==> config.mk <==
export PLATFORM = sky130hd
export DESIGN_NAME = control_unit
export DESIGN_NICKNAME = d
export VERILOG_FILES = /design/src/rtl/control_unit.sv
export SDC_FILE = /design/constraint.sdc
export NUM_CORES = 1
export LEC_CHECK = 0
export CAP_MARGIN = 10
export CELL_PAD_IN_SITES_DETAIL_PLACEMENT = 0
export CELL_PAD_IN_SITES_GLOBAL_PLACEMENT = 1
export CORE_ASPECT_RATIO = 0.75
export CORE_MARGIN = 8
export CORE_UTILIZATION = 33
export CTS_CLUSTER_DIAMETER = 100
export DETAILED_ROUTE_END_ITERATION = 6
export PLACE_DENSITY = 0.89
export SLEW_MARGIN = 0
export SYNTH_ARGS = -nofsm -noshare
export SYNTH_HDL_FRONTEND = slang
export SYNTH_SLANG_ARGS = --single-unit
export TNS_END_PERCENT = 50
==> constraint.sdc <==
create_clock -name clk -period 2.29 [get_ports clk]
set_input_delay 0.5725 -clock clk [delete_from_list [all_inputs] [get_ports clk]]
set_output_delay 0.5725 -clock clk [all_outputs]
set_load 0.01 [all_outputs]
==> src/rtl/control_unit.sv <==
`timescale 1ns/1ps
// control_unit: fetch/decode sequencer for the 8-bit datapath.
// Fetches 12-bit instructions ([11:8] opcode, [7:0] immediate) over a
// request/valid handshake and drives ALUCode, R and the A/CY clock enables
// for the downstream ALU/accumulator/CY stage.
//
// ALU operation codes driven on ALUCode:
//   ADD=0 SUB=1 AND=2 OR=3 XOR=4 NOT=5 LD=6
//
// state | meaning
// ------+-----------------------------------------------------------
// FETCH | InstrReq high at InstrAddr=PC, wait for InstrValid, load IR
// EXEC  | one cycle: pulse enables for ALU ops, update PC or halt
// HALT  | core stopped, only Reset leaves this state
module control_unit #(
  parameter int PC_WIDTH = 8
) (
  input  logic                clk,
  input  logic                Reset,
  output logic [PC_WIDTH-1:0] InstrAddr,
  output logic                InstrReq,
  input  logic                InstrValid,
  input  logic [11:0]         InstrData,
  input  logic                CY,
  output logic [2:0]          ALUCode,
  output logic [7:0]          R,
  output logic                A_CE,
  output logic                CY_CE,
  output logic                Halted
);

  localparam logic [2:0] ALU_ADD = 3'd0;
  localparam logic [2:0] ALU_SUB = 3'd1;
  localparam logic [2:0] ALU_AND = 3'd2;
  localparam logic [2:0] ALU_OR  = 3'd3;
  localparam logic [2:0] ALU_XOR = 3'd4;
  localparam logic [2:0] ALU_NOT = 3'd5;
  localparam logic [2:0] ALU_LD  = 3'd6;

  localparam logic [3:0] OP_LD  = 4'h1;
  localparam logic [3:0] OP_ADD = 4'h2;
  localparam logic [3:0] OP_SUB = 4'h3;
  localparam logic [3:0] OP_AND = 4'h4;
  localparam logic [3:0] OP_OR  = 4'h5;
  localparam logic [3:0] OP_XOR = 4'h6;
  localparam logic [3:0] OP_NOT = 4'h7;
  localparam logic [3:0] OP_JMP = 4'h8;
  localparam logic [3:0] OP_JC  = 4'h9;
  localparam logic [3:0] OP_JNC = 4'hA;
  localparam logic [3:0] OP_HLT = 4'hF;

  typedef enum logic [1:0] {
    S_FETCH = 2'd0,
    S_EXEC  = 2'd1,
    S_HALT  = 2'd2
  } state_t;

  state_t              r_state;
  state_t              w_state_nxt;
  logic [PC_WIDTH-1:0] r_pc;
  logic [11:0]         r_ir;
  logic [3:0]          w_op;
  logic [PC_WIDTH-1:0] w_pc_inc;
  logic [PC_WIDTH-1:0] w_jump_tgt;
  logic [PC_WIDTH-1:0] w_pc_nxt;
  logic [2:0]          w_alu_map;
  logic                w_is_alu_op;

  assign w_op       = r_ir[11:8];
  assign w_pc_inc   = r_pc + PC_WIDTH'(1);
  assign w_jump_tgt = PC_WIDTH'(r_ir[7:0]);
  assign w_is_alu_op = (w_op >= OP_LD) && (w_op <= OP_NOT);
  assign InstrAddr  = r_pc;

  // State register; Reset returns to FETCH from anywhere, including HALT.
  always_ff @(posedge clk) begin
    if (Reset) begin
      r_state <= S_FETCH;
    end else begin
      r_state <= w_state_nxt;
    end
  end

  // PC and IR; IR loads only on an accepted fetch, PC moves only in EXEC.
  always_ff @(posedge clk) begin
    if (Reset) begin
      r_pc <= '0;
      r_ir <= '0;
    end else begin
      if ((r_state == S_FETCH) && InstrValid) begin
        r_ir <= InstrData;
      end
      if ((r_state == S_EXEC) && (w_op != OP_HLT)) begin
        r_pc <= w_pc_nxt;
      end
    end
  end

  // Next-state decode.
  always_comb begin
    w_state_nxt = r_state;
    case (r_state)
      S_FETCH: if (InstrValid) w_state_nxt = S_EXEC;
      S_EXEC:  w_state_nxt = (w_op == OP_HLT) ? S_HALT : S_FETCH;
      S_HALT:  w_state_nxt = S_HALT;
      default: w_state_nxt = S_FETCH;
    endcase
  end

  // Next PC: jumps resolve against the CY value seen during EXEC.
  always_comb begin
    w_pc_nxt = w_pc_inc;
    case (w_op)
      OP_JMP:  w_pc_nxt = w_jump_tgt;
      OP_JC:   w_pc_nxt = CY ? w_jump_tgt : w_pc_inc;
      OP_JNC:  w_pc_nxt = CY ? w_pc_inc : w_jump_tgt;
      default: w_pc_nxt = w_pc_inc;
    endcase
  end

  // Opcode to ALU code; non-ALU opcodes fall back to LD.
  always_comb begin
    w_alu_map = ALU_LD;
    case (w_op)
      OP_LD:   w_alu_map = ALU_LD;
      OP_ADD:  w_alu_map = ALU_ADD;
      OP_SUB:  w_alu_map = ALU_SUB;
      OP_AND:  w_alu_map = ALU_AND;
      OP_OR:   w_alu_map = ALU_OR;
      OP_XOR:  w_alu_map = ALU_XOR;
      OP_NOT:  w_alu_map = ALU_NOT;
      default: w_alu_map = ALU_LD;
    endcase
  end

  // Outputs; Reset masks everything combinationally so a reset landing in
  // EXEC never lets an enable through.
  always_comb begin
    InstrReq = 1'b0;
    A_CE     = 1'b0;
    CY_CE    = 1'b0;
    Halted   = 1'b0;
    ALUCode  = ALU_LD;
    R        = 8'h00;
    if (!Reset) begin
      ALUCode = w_alu_map;
      R       = r_ir[7:0];
      case (r_state)
        S_FETCH: InstrReq = 1'b1;
        S_EXEC: begin
          A_CE  = w_is_alu_op;
          CY_CE = (w_op == OP_ADD) || (w_op == OP_SUB);
        end
        S_HALT:  Halted = 1'b1;
        default: InstrReq = 1'b0;
      endcase
    end
  end

endmodule

==> run_results.csv, run 1 <==
group,metric,value,unit
clocking,clock-root-buffer,"clkbuf_8",
sta,post-route-period-util,1.01,
synth,ys_top_cells_by_area,"dfxtp_1 39%, nand2_1 13%, a21oi_1 8.0%, nor2b_1 4.4%, nand3_1 2.7%",
synth,synth_xor_area_frac,0.00778,
clocking,numCtsBuffers,3,
synth,synthMuxAreaShare,0.0211,
sta,clock_skew,0.00311,ns
global_routing,overflow,0,
sta,fin_ws,-0.0165,ns
setup_path,reg2reg_to,"InstrAddr[7]",
finish,areaGrowthSynthToFinish,42.8,%
die,core-area,0.00329,mm²
synth,synthCells,149,
routing,drcViolationCount,0,
global_routing,grt_pass1_wl,5550,µm
synth,synth_top_area_cell,"dfxtp_1",
clocking,clock_latency,0.26,ns
synth,synth_top_family_by_area,"simple AND/OR/NAND/NOR gates",
setup_path,end_kind,"output port",
power,p_leak,0.667,nW
clocking,clock_path_buffers,2,
sta,finalSetupViolCount,1,
outcome,status,"finished with violations",
clocking,htreeDepth,1,
synth,synth-compound-area-share,0.201,
sta,worstMarginPinSlew,0.423,ns
placement,gp_congestion,0.871,
power,max-vdd-ir-drop,0.231,mV
routing,wl_per_cell,14.4,µm
power,powerDensity,519,mW/mm²
sta,rsz0062_at_grt,"true",
sta,slew_headroom,0.717,
finish,n_antenna_cell,0,
sta,fmax,0.434,GHz
clocking,clock_sinks,22,
setup_path,r2r_start,"r_state[1]",
synth,yosys.area_share.simple,0.333,
clocking,cts_tree,"yes",
hold_path,hp-class,"register to register",
clocking,ctsHoldBuffers,0,
synth,synth-seq-cells,22,
global_routing,grt_start_max_net_pins,19,
setup_path,timing_worst_setup_path_type,"input port to output port",
setup_path,crit_fanout,4,
routing,firstDrtPassIters,4,
global_routing,grtUsageTotal,0.120,
die,rows,18,
synth,synthesis.area,0.00113,mm²
die,die_h,66.6,µm
synth,syn_area_per_cell,7.56,µm²
finish,drive_gt1_frac,0.0753,
setup_path,worstPathArrival,1.73,ns
die,start_util,0.342,
setup_path,ff2ff_setup_slack,0.57,ns
placement,dpl.hpwl,2490,µm
job,maxCapViolations,0,
routing,antenna_left,0,
placement,dp_slack,-0.326,ns
sta,finalHoldViolCount,0,
setup_path,cp-startpoint,"Reset",
global_routing,grt_pass1_vias,1197,
setup_path,required,1.72,ns
synth,synth.distinct_cells,33,
synth,synth.net_count,166,
routing,drtIter0Drc,82,
routing,vias,1150,
setup_path,worst_r2r_path_depth,4,
synth,yosys.area_share.adder,0.0111,
sta,slew_viol_final,0,
clocking,postCtsSetupBuffers,0,
die,fp.dieW,83.5,µm
setup_path,crit_path_end,"ALUCode[1]",
die,ios,39,
die,dieArea,0.00556,mm²
placement,numPortBuffers,38,
global_routing,antenna_found_initial,0,
setup_path,startpoint_type,"input port",
power,totalPowerFinal,0.834,mW
outcome,violations,"setup timing",
clocking,clk_pin_slew_worst_paths,0.08,ns
finish,nets,204,
synth,yosys.area.top_type_share,0.391,
routing,wirelength,3260,µm
synth,yosys_warnings,0,
sta,period_minus_slack,2.31,ns
synth,seq_area_frac_synth,0.391,
routing,viasPerCell,5.09,
state kept, by name (all words and copies together) (netlist names):
name and cells:
r_state 2, InstrAddr 8, r_ir 12
cells in the final DEF, fill, tap and decap left out, types with 2 or more instances in the layout:
cell / Yosys / routed
nor3_1: 5 / 5
nand3_1: 6 / 6
o21a_1: 2 / 2
a21oi_1: 18 / 18
nor2_1: 6 / 6
and2_1: 2 / 2
a31oi_1: 4 / 4
nand2_1: 38 / 38
or3_1: 2 / 2
nor2b_1: 8 / 8
a211oi_1: 2 / 2
buf_4: 1 / 2
dfxtp_1: 22 / 22
o32ai_1: 3 / 3
dlygate4sd2_1: 0 / 7
clkbuf_8: 0 / 4
o21ai_0: 4 / 4
nand2b_1: 4 / 4
clkdlybuf4s50_1: 0 / 24
dlymetal6s2s_1: 0 / 5
cells in the mapped netlist (all sizes together):
library cell and instances:
nand2 38, dfxtp 22, a21oi 18, nor2b 9, clkbuf 6, nand3 6
nor2 6, nor3 5, a31oi 4, nand2b 4, o21ai 4, o32ai 4
and2 3, a211oi 2, buf 2, mux2i 2, o21a 2, or2 2
or3 2, a32o 1, and4 1, ha 1, inv 1, nor4 1
o31a 1, or4 1, xor2 1
logic make-up (layout without fill, tap and decap cells):
logic type      after synthesis  count (layout)
xor+xnor                      1               1
mux                           2               2
simple gates                 78              78
fa+ha+maj                     1               1
flops                        22              22
buf+inv                       9              46
compound gates               36              36
critical path, stage by stage:
cell	delay, ns
dlygate4sd2_1	0.29
nor2_1	0.15
nand2_1	0.10
buf_4	0.15
clkdlybuf4s50_1	0.47
through the flow:
stage	instance area [µm²]	TNS [ns]	std cells	util	hold slack, ns
global placement	1540	-3.50	222	0.470	0.463
CTS	1600	-0.0992	226	0.485	0.475
detailed placement	1540	-3.68	222	0.470	0.461
floorplan	1130	0	149	-	0.444
global route	1610	-0.0400	226	0.489	0.499
finish	1610	-0.0165	226	0.489	0.476
layout make-up:
class,count,area (µm²)
multi-input combinational,118,647
inverter,1,3.75
fill,316,1680
timing repair buffer,41,412
sequential,22,440
tap,40,50.0
clock buffer,4,55.1
worst min path at each step:
stage                 start       to  slack (ns)  cells after the start
global placement    r_ir[5]  r_ir[5]        0.46                      2
floorplan           r_ir[6]  r_ir[6]        0.44                      2
CTS                 r_ir[1]  r_ir[1]        0.48                      2
finish              r_ir[1]  r_ir[1]        0.48                      2
global route        r_ir[1]  r_ir[1]        0.50                      2
detailed placement  r_ir[1]  r_ir[1]        0.46                      2
routing by layer:
metal / track usage / routed length [µm] / vias up
met5: 0 / 0 / -
met4: 0.0386 / 34 / 0
met3: 0.0463 / 203 / 2
met2: 0.202 / 1470 / 25
met1: 0.139 / 1560 / 530
li1: - / - / 593
power by group:
part | total [mW] | switching, mW | internal [mW]
logic | 0.135 | 0.0673 | 0.0682
clock network | 0.280 | 0.127 | 0.153
registers | 0.418 | 0.0187 | 0.399
total | 0.834 | 0.213 | 0.621
repair_timing:
| item | 4_1_cts | 5_1_grt |
|---|---|---|
| endpoints found under the setup margin | 15 | 6 |
| gates cloned | 0 | 0 |
| pin swaps | 0 | 0 |
| resized for setup | 13 | 5 |
(Power assumes the default switching activity.)
==> run 2: changes to the inputs <==
--- a/config.mk
+++ b/config.mk
@@ -19,3 +19,2 @@
 export SYNTH_HDL_FRONTEND = slang
 export SYNTH_SLANG_ARGS = --single-unit
-export TNS_END_PERCENT = 50
==> constraint.sdc (replaced) <==
create_clock -name clk -period 2.29 [get_ports clk]
set_input_delay 0.458 -clock clk [delete_from_list [all_inputs] [get_ports clk]]
set_output_delay 0.458 -clock clk [all_outputs]
set_load 0.01 [all_outputs]
==> run 2 against run 1 <==
  * Power up 0.80%
  * Sequential power about the same
  * Global-route usage unchanged
  * Largest cell class unchanged
  * Clock power up 1%
  * Setup slack better by 0.14 ns
  * Non-clock buffer count unchanged
  * The flow now finishes without violations
  * Combinational power up 3%
  * Flip-flop and latch count unchanged
  * Clock skew up 0.0039 ns
  * Critical endpoint is now A_CE
  * Via count up 1.0%
==> run_results.csv, run 2 (synthesis gave the netlist of run 1 again) <==
group,metric,value,unit
clocking,htreeDepth,1,
placement,dpl_cell_area,0.00154,mm²
sta,period_minus_slack,2.17,ns
hold_path,hold_depth,2,
routing,drtIter0Drc,73,
die,ios,39,
finish,largest_reg_flops,12,
setup_path,ff2ff_setup_slack,0.56,ns
finish,nets,204,
setup_path,worstPathArrival,1.71,ns
finish,areaGrowthSynthToFinish,42.6,%
sta,fmax,0.462,GHz
clocking,clock_path_buffers,2,
global_routing,grt_start_max_net_pins,19,
clocking,clock_sinks,22,
power,powerDensity,524,mW/mm²
sta,setup_tns,0,ns
setup_path,worst_r2r_path_depth,4,
setup_path,startpoint_type,"register",
routing,firstDrtPassIters,4,
placement,gp_congestion,0.871,
placement,numPortBuffers,38,
sta,finalSetupViolCount,0,
finish,final_core_util,0.488,
power,max-vdd-ir-drop,0.231,mV
placement,dpl.hpwl,2490,µm
global_routing,overflow,0,
setup_path,end_kind,"output port",
setup_path,crit_fanout,6,
routing,drcViolationCount,0,
finish,n_antenna_cell,0,
sta,worstMarginPinSlew,0.425,ns
die,die_h,66.6,µm
global_routing,grt_pass1_wl,5550,µm
power,totalPowerFinal,0.841,mW
routing,antenna_left,0,
clocking,numCtsBuffers,3,
outcome,status,"complete, no violations",
setup_path,required,1.83,ns
setup_path,timing_worst_setup_path_type,"register to output port",
finish,mostFrequentLayoutCells,"38 x nand2_1, 32 x clkdlybuf4s50_1, 22 x dfxtp_1",
finish,top_register,"r_ir",
finish,fillers,315,
die,rows,18,
clocking,cts_tree,"yes",
sta,rsz0062_at_grt,"false",
clocking,clock-root-buffer,"clkbuf_8",
clocking,ctsHoldBuffers,0,
global_routing,grtUsageTotal,0.120,
sta,slew_headroom,0.716,
job,maxCapViolations,0,
die,fp.dieW,83.5,µm
die,start_util,0.342,
hold_path,hp-class,"register to register",
finish,fin_area,0.00161,mm²
clocking,clock_latency,0.27,ns
routing,viasPerCell,5.14,
global_routing,grt_pass1_vias,1197,
routing,wl_per_cell,14.4,µm
sta,finalHoldViolCount,0,
routing,wirelength,3260,µm
sta,post-route-period-util,0.946,
global_routing,antenna_found_initial,0,
routing,vias,1162,
sta,slew_viol_final,0,
finish,layout_commonest_cell,"nand2_1",
die,dieArea,0.00556,mm²
die,core-area,0.00329,mm²
clocking,clk_pin_slew_worst_paths,0.08,ns
power,p_leak,0.572,nW
sta,clock_skew,0.00701,ns
finish,drive_gt1_frac,0.0753,
==> run 2: layer usage <==
| layer | part of all wire | wire length, µm | vias to the layer above | track usage |
|---|---|---|---|---|
| li1 | - | - | 591 | - |
| met1 | 0.48 | 1570 | 542 | 0.139 |
| met2 | 0.45 | 1460 | 27 | 0.202 |
| met3 | 0.061 | 198 | 2 | 0.0463 |
| met4 | 0.010 | 34 | 0 | 0.0386 |
| met5 | 0 | 0 | - | 0 |
==> run 2: repair_timing <==
action / 4_1_cts / 5_1_grt
endpoints found under the setup margin: 13 / 1
pin swaps: 0 / 0
resized for setup: 8 / 1
buffers inserted: 0 / 0
==> run 2: where the power goes <==
part,internal (mW),total [mW],switching (mW)
clock network,0.153,0.284,0.130
logic,0.0702,0.139,0.0686
registers,0.400,0.418,0.0189
==> run 2: area by class of cell <==
cell class,instances,area [µm²],area share
clock buffer,4,55.1,0.0343
inverter,1,3.75,0.00234
multi-input combinational,118,653,0.407
sequential,22,440,0.274
tap,40,50.0,0.0312
timing repair buffer,41,403,0.251
==> run 2: worst paths after layout <==
| check | from | to |
|---|---|---|
| hold / removal | r_ir[1] | r_ir[1] |
| setup reg to reg | r_state[1] | InstrAddr[7] |
| hold reg to reg | r_ir[1] | r_ir[1] |
| setup / recovery | r_state[1] | A_CE |
==> run 2: critical path, cell delays in order (launching register included) <==
cell             delay, ns
dfxtp_1               0.33
nand2b_1              0.25
nor4_2                0.28
clkdlybuf4s50_1       0.59
==> run 2: per-stage QoR <==
stage / hold slack (ns) / setup slack [ns] / std cells
2_1_floorplan: 0.444 / 0.584 / 149
3_3_place_gp: 0.463 / -0.0807 / 222
3_5_place_dp: 0.461 / -0.0971 / 222
4_1_cts: 0.475 / 0.117 / 226
5_1_grt: 0.499 / 0.0640 / 226
6_report: 0.478 / 0.124 / 226
==> run 3: changes to the inputs <==
CORE_MARGIN = unset   (was 8)
==> run 3 against run 2 <==
  * Hold slack got worse by 0.0088 ns
  * Power increased by 10%
  * Global-route usage rose by 6.5 points
  * First-iteration DRC count fell by 18%
  * Critical endpoint is now R[1]
  * Largest cell class unchanged
  * Highest routed layer unchanged
==> run_results.csv, run 3 (synthesis gave the netlist of run 1 again) <==
group,metric,value,unit
outcome,status,"complete, no violations",
setup_path,startpoint_type,"input port",
clocking,ctsHoldBuffers,0,
die,ios,39,
setup_path,end_kind,"output port",
setup_path,crit_fanout,11,
power,swShare,0.239,
global_routing,grt_start_max_net_pins,17,
clocking,clock_latency,0.27,ns
clocking,cts.repair.resized,8,
sta,setup_tns,0,ns
clocking,clk_pin_slew_worst_paths,0.08,ns
placement,dp_slack,-0.130,ns
global_routing,grt_pass1_vias,1093,
placement,gp_congestion,0.825,
placement,dpl.hpwl,2250,µm
hold_path,hp-class,"register to register",
die,core-area,0.00308,mm²
clocking,cts_tree,"yes",
setup_path,timing_worst_setup_path_type,"input port to output port",
finish,layout_commonest_cell,"nand2_1",
clocking,clock_path_buffers,2,
global_routing,grtUsageTotal,0.185,
sta,period_minus_slack,2.11,ns
die,rows,17,
clocking,postCtsSetupBuffers,0,
routing,wl_per_cell,13.2,µm
setup_path,ff2ff_setup_slack,0.53,ns
placement,numPortBuffers,38,
finish,fillers,285,
sta,slew_headroom,0.723,
die,fp.dieW,69.5,µm
routing,firstDrtPassIters,4,
power,p_leak,0.586,nW
finish,drive_gt1_frac,0.0749,
routing,antenna_left,0,
sta,finalHoldViolCount,0,
finish,largest_reg_flops,12,
sta,post-route-period-util,0.922,
sta,fin_ws,0.177,ns
power,power_frac_comb,0.148,
routing,viasPerCell,5.22,
die,dieArea,0.00365,mm²
finish,nets,205,
sta,finalSetupViolCount,0,
power,p_seq_frac,0.453,
setup_path,worstPathArrival,1.65,ns
clocking,numCtsBuffers,3,
power,clkPwrFrac,0.399,
power,p_sw,0.221,mW
finish,top_register,"r_ir",
global_routing,grt_pass1_wl,5120,µm
job,maxCapViolations,0,
global_routing,overflow,0,
routing,drcViolationCount,0,
die,start_util,0.365,
die,die_h,52.6,µm
routing,wirelength,2980,µm
power,powerDensity,572,mW/mm²
sta,slew_viol_final,0,
finish,areaGrowthSynthToFinish,43.4,%
sta,clock_skew,0.00755,ns
sta,fmax,0.473,GHz
power,p_int,0.704,mW
routing,drtIter0Drc,60,
sta,rsz0062_at_grt,"false",
routing,vias,1174,
clocking,htreeDepth,1,
setup_path,required,1.83,ns
clocking,clock_sinks,22,
finish,mostFrequentLayoutCells,"38 x nand2_1, 31 x clkdlybuf4s50_1, 22 x dfxtp_1",
finish,n_antenna_cell,0,
sta,worstMarginPinSlew,0.414,ns
global_routing,antenna_found_initial,0,
clocking,clock-root-buffer,"clkbuf_8",
power,max-vdd-ir-drop,0.229,mV
[run 3: cell types whose count changed in the layout (fill, tap and decap cells not counted)]
cell / before / now
bufinv_16: 0 / 1
clkdlybuf4s50_1: 32 / 31
buf_4: 1 / 3
nor4_2: 1 / 0
clkbuf_8: 4 / 3
nor4_1: 0 / 1
buf_6: 2 / 1
dlygate4sd2_1: 6 / 7
[run 3: worst max-delay path: stages]
cell,delay (ns)
dlygate4sd2_1,0.30
buf_4,0.20
nor2b_1,0.14
clkdlybuf4s50_1,0.56
[run 3: area by class of cell]
class | count | area, µm² | share of cell area
multi-input cells | 118 | 647 | 0.400
repair buffers | 42 | 405 | 0.251
clock buffers | 3 | 41.3 | 0.0256
inverters | 1 | 3.75 | 0.00232
clock inverters | 1 | 30.0 | 0.0186
flip-flops and latches | 22 | 440 | 0.273
well taps | 38 | 47.5 | 0.0294
[run 3: power groups by stage]
| stage | Clock, mW | Sequential [mW] | Combinational, mW |
|---|---|---|---|
| floorplan | 0 | 0.423 | 0.0729 |
| global placement | 0 | 0.426 | 0.137 |
| detailed placement | 0 | 0.427 | 0.139 |
| CTS | 0.378 | 0.418 | 0.137 |
| global route | 0.393 | 0.422 | 0.151 |
| finish | 0.369 | 0.419 | 0.137 |
[run 3: metal layers]
layer | global-route usage | up-vias | part of all wire
met5 | 0 | - | 0
met4 | 0.0612 | 0 | 0.014
met3 | 0.0538 | 4 | 0.063
met2 | 0.291 | 39 | 0.42
met1 | 0.244 | 536 | 0.50
li1 | - | 595 | -
[run 3: stage by stage]
step,hold WS [ns],util,total power [mW],cells,cell area [µm²]
floorplan,0.444,-,0.496,149,1130
global placement,0.467,0.502,0.563,221,1550
detailed placement,0.460,0.502,0.567,221,1550
CTS,0.471,0.524,0.934,225,1620
global route,0.504,0.524,0.967,225,1620
finish,0.469,0.524,0.925,225,1620
[run 3: worst paths after layout]
check / startpoint / to / cells past startpoint
min reg2reg: r_ir[0] / r_ir[0] / 2
min: r_ir[0] / r_ir[0] / 2
max reg2reg: r_state[1] / InstrAddr[7] / 4
max: Reset / R[1] / 4
